===== config.mk =====
export PLATFORM = sky130hd
export DESIGN_NAME = button_debounce
export DESIGN_NICKNAME = d
export VERILOG_FILES = /design/src/rtl/button_debounce.sv
export SDC_FILE = /design/constraint.sdc
export NUM_CORES = 1
export LEC_CHECK = 0
export ABC_AREA = 0
export CAP_MARGIN = 20
export CORE_MARGIN = 3
export CORE_UTILIZATION = 45
export CTS_BUF_LIST = sky130_fd_sc_hd__clkbuf_4 sky130_fd_sc_hd__clkbuf_8
export DETAILED_ROUTE_END_ITERATION = 8
export PLACE_DENSITY = 0.74
export SYNTH_ARGS = -nofsm -noshare
export SYNTH_HDL_FRONTEND = slang
export SYNTH_SLANG_ARGS = --single-unit

===== constraint.sdc =====
create_clock -name clk -period 2.5 [get_ports clk]
set_input_delay 0.375 -clock clk [delete_from_list [all_inputs] [get_ports clk]]
set_output_delay 0.375 -clock clk [all_outputs]
set_load 0.005 [all_outputs]

===== src/rtl/button_debounce.sv =====
// Per-bit 2-flop synchroniser followed by a stable-count debouncer; a bit's
// level follows the synchronised input only after DEBOUNCE_CYCLES equal samples.
module button_debounce #(
    parameter int WIDTH           = 4,
    parameter int DEBOUNCE_CYCLES = 16
) (
    input  logic             clk,
    input  logic             reset,
    input  logic [WIDTH-1:0] raw,
    output logic [WIDTH-1:0] level
);

    localparam int CW = $clog2(DEBOUNCE_CYCLES + 1);

    for (genvar i = 0; i < WIDTH; i++) begin : g_bit
        logic          sync_a;
        logic          sync_b;
        logic          lvl;
        logic [CW-1:0] cnt;

        // Counter only runs while the synchronised value disagrees with the level.
        always_ff @(posedge clk or posedge reset) begin
            if (reset) begin
                sync_a <= 1'b0;
                sync_b <= 1'b0;
                lvl    <= 1'b0;
                cnt    <= '0;
            end else begin
                sync_a <= raw[i];
                sync_b <= sync_a;
                if (sync_b == lvl) begin
                    cnt <= '0;
                end else if (cnt == CW'(DEBOUNCE_CYCLES - 1)) begin
                    lvl <= sync_b;
                    cnt <= '0;
                end else begin
                    cnt <= cnt + 1'b1;
                end
            end
        end

        assign level[i] = lvl;
    end

endmodule


==> run metrics <==
status finished, final reports clean; maximum number of pins on one net before global-route repair 33; core outline area between 2000 and 3000 um2; number of nets in the final layout between 100 and 150; global-route wire length before repair 2970 um; final standard cell count with taps included and fillers excluded 140; total global routing overflow 0; fraction of the core area covered by cells at the end of the flow 55.6%; largest fanout on the critical path 3; Initial Util approximately half; via count of the first global-routing pass between 700 and 800; final weighted congestion in routability-driven placement just over 0.7; endpoint arrival time on the critical path 1.22 ns; RSZ-0062 raised after global routing no; pre-CTS setup slack around 1.2 ns; Clock Path Buffers 2; clock root buffer master sky130_fd_sc_hd__clkbuf_4; FF+latch count, synth 32; Worst Path Required 2.12 ns; number of standard-cell rows in the floorplan 18; maximum frequency from static timing analysis about 630 MHz; total standard cell area after synthesis between 1000 and 1500 um2; antenna violation net count after detailed routing 0; fraction of layout instances using a drive strength above 1 15.5%; Detailed Route Iter0 Violations 2; clock input transition at the sequential cells of the worst setup and hold paths 0.10 ns; worst setup path category register to primary output; number of input and output port buffers inserted 9; Mapped Cells 96; max-capacitance violation count 0; clock tree from TritonCTS built; final-report hold violation count 0; Seq/Total Area, Yosys ~64%; via count 667; TritonCTS Buffers 5; Setup WS post-layout just over 0.9 ns; detailed-routing iteration count for the pre-antenna-repair pass 2; area added between synthesis and finish 13.3%; mean instance size in the synthesized netlist between 10 and 15 um2; total wire length after detailed routing 1550 um; slowest stage cell on the critical path sky130_fd_sc_hd__clkdlybuf4s50_1; initial antenna violation count 0; maximum single-stage delay on the critical path 0.51 ns; Finish-stage setup viols 0; number of instances in the placed design ~130; Worst Setup Start Kind register; number of gates given a new drive strength after cts 0; H-tree depth 2; clock net sink count 32; postcts setup bufs 0; largest clock skew in the final design 0.0165 ns; most frequent standard cell in the layout excluding fill and tap cells sky130_fd_sc_hd__dfrtp_1; slew at the pin with the worst max-slew slack approximately 0.38 ns; number of nets in the synthesized netlist between 100 and 150; final-report max-slew violation count 0; fin crit period between 1.5 and 2 ns; part of the cycle the worst path needs approximately 64%; GR Util All Layers 11.9%; Synth warnings 0; DIE WIDTH a little under 60 um; Static Leak approximately 0.74 nW; wire length per cell 11.1 um; worst supply voltage drop on vdd ~0.45 mV; antenna fix cells 0; Critical Path End Type primary output; Die Span Y about 60 um; cells traversed along the worst timing path clkdlybuf4s50_1; highest-count cells in the layout ignoring fill and taps 32 x sky130_fd_sc_hd__dfrtp_1, 12 x sky130_fd_sc_hd__nor2_1, 12 x sky130_fd_sc_hd__xor2_1, 9 x sky130_fd_sc_hd__clkdlybuf4s50_1, 5 x sky130_fd_sc_hd__clkbuf_4; post-detailed-route DRC marker count 0; Slew HR between 70% and 80%; worst hold slack after final layout between 0.3 and 0.4 ns; count of distinct cell types in the synthesized netlist 14; latest clock arrival within the worst-skew pair between 0.3 and 0.4 ns; via/cell ratio 4.76; Die Footprint approximately 3400 um2; sum of negative setup slack 0 ns; Hold/Removal Path Class register to register; cell family contributing the most delay on the critical path buffers and inverters; number of hold-repair buffers added at the cts stage 0; detailed placement HPWL 1190 um; buffer and inverter count on the worst path 1; Power per Cell Area 634 nW/um2; count of pins on the block boundary 10
## per-layer routing
metal,GRT usage (%),vias up,part of all wire [%],routed length (um)
met5,0,-,0,0
met4,7.77,0,2.4,37
met3,4.61,5,3.5,54
met2,20.7,8,52,800
met1,11.7,318,42,658
li1,-,336,-,-
## logic make-up after synthesis
| logic type | after synthesis | share of synthesized area [%] |
|---|---|---|
| simple gates | 32 | 14.5 |
| flops | 32 | 64.2 |
| xor+xnor | 12 | 8.43 |
| buf+inv | 8 | 3.61 |
| compound gates | 4 | 1.60 |
| mux | 4 | 3.61 |
| fa+ha+maj | 4 | 4.01 |
## final cells by class
cell class / count / area (um2)
Fill cell: 228 / 1130
Sequential cell: 32 / 801
Multi-Input combinational cell: 56 / 402
Timing Repair Buffer: 10 / 97.6
Clock buffer: 6 / 51.3
Tap cell: 30 / 37.5
Inverter: 4 / 15.0
Clock inverter: 2 / 10.0
## worst paths after layout
check | startpoint | endpoint | slack, ns | cells past startpoint
max | g_bit[1].lvl | level[1] | 0.91 | 1
min | g_bit[1].sync_a | g_bit[1].sync_b | 0.34 | 0
max reg2reg | g_bit[0].cnt[0] | g_bit[0].lvl | 1.22 | 4
min reg2reg | g_bit[1].sync_a | g_bit[1].sync_b | 0.34 | 0
max in group asynchronous | reset | g_bit[1].sync_a | 1.79 | 3
min in group asynchronous | reset | g_bit[0].cnt[3] | 0.42 | 3
## flip-flops by register name, summed over array words and instances (netlist names)
register,flops
g_bit.sync_b,4
g_bit.sync_a,4
g_bit.lvl,4
g_bit.cnt,20
## synth_stat cells
cell | number | area share (%)
sky130_fd_sc_hd__and2_1 | 4 | 2.0
sky130_fd_sc_hd__and2_2 | 1 | 0.60
sky130_fd_sc_hd__and3_1 | 4 | 2.0
sky130_fd_sc_hd__buf_4 | 4 | 2.4
sky130_fd_sc_hd__dfrtp_1 | 32 | 64
sky130_fd_sc_hd__ha_1 | 4 | 4.0
sky130_fd_sc_hd__inv_1 | 4 | 1.2
sky130_fd_sc_hd__mux2_1 | 4 | 3.6
sky130_fd_sc_hd__nand3_1 | 4 | 1.6
sky130_fd_sc_hd__nand3_2 | 4 | 3.2
sky130_fd_sc_hd__nor2_1 | 12 | 3.6
sky130_fd_sc_hd__nor2_2 | 3 | 1.5
sky130_fd_sc_hd__o21ai_1 | 4 | 1.6
sky130_fd_sc_hd__xor2_1 | 12 | 8.4
## power by group
group	total (W)	switching (W)	internal [W]
logic	0.0000519	0.0000272	0.0000247
registers	0.000554	0.0000148	0.000539
clock network	0.000290	0.000156	0.000134
## metrics by stage
step	power (W)	area (um2)
floorplan	0.000598	1250
global placement	0.000615	1350
detailed placement	0.000619	1350
CTS	0.000916	1410
global route	0.000957	1410
finish	0.000896	1410
(Power assumes the default switching activity.)
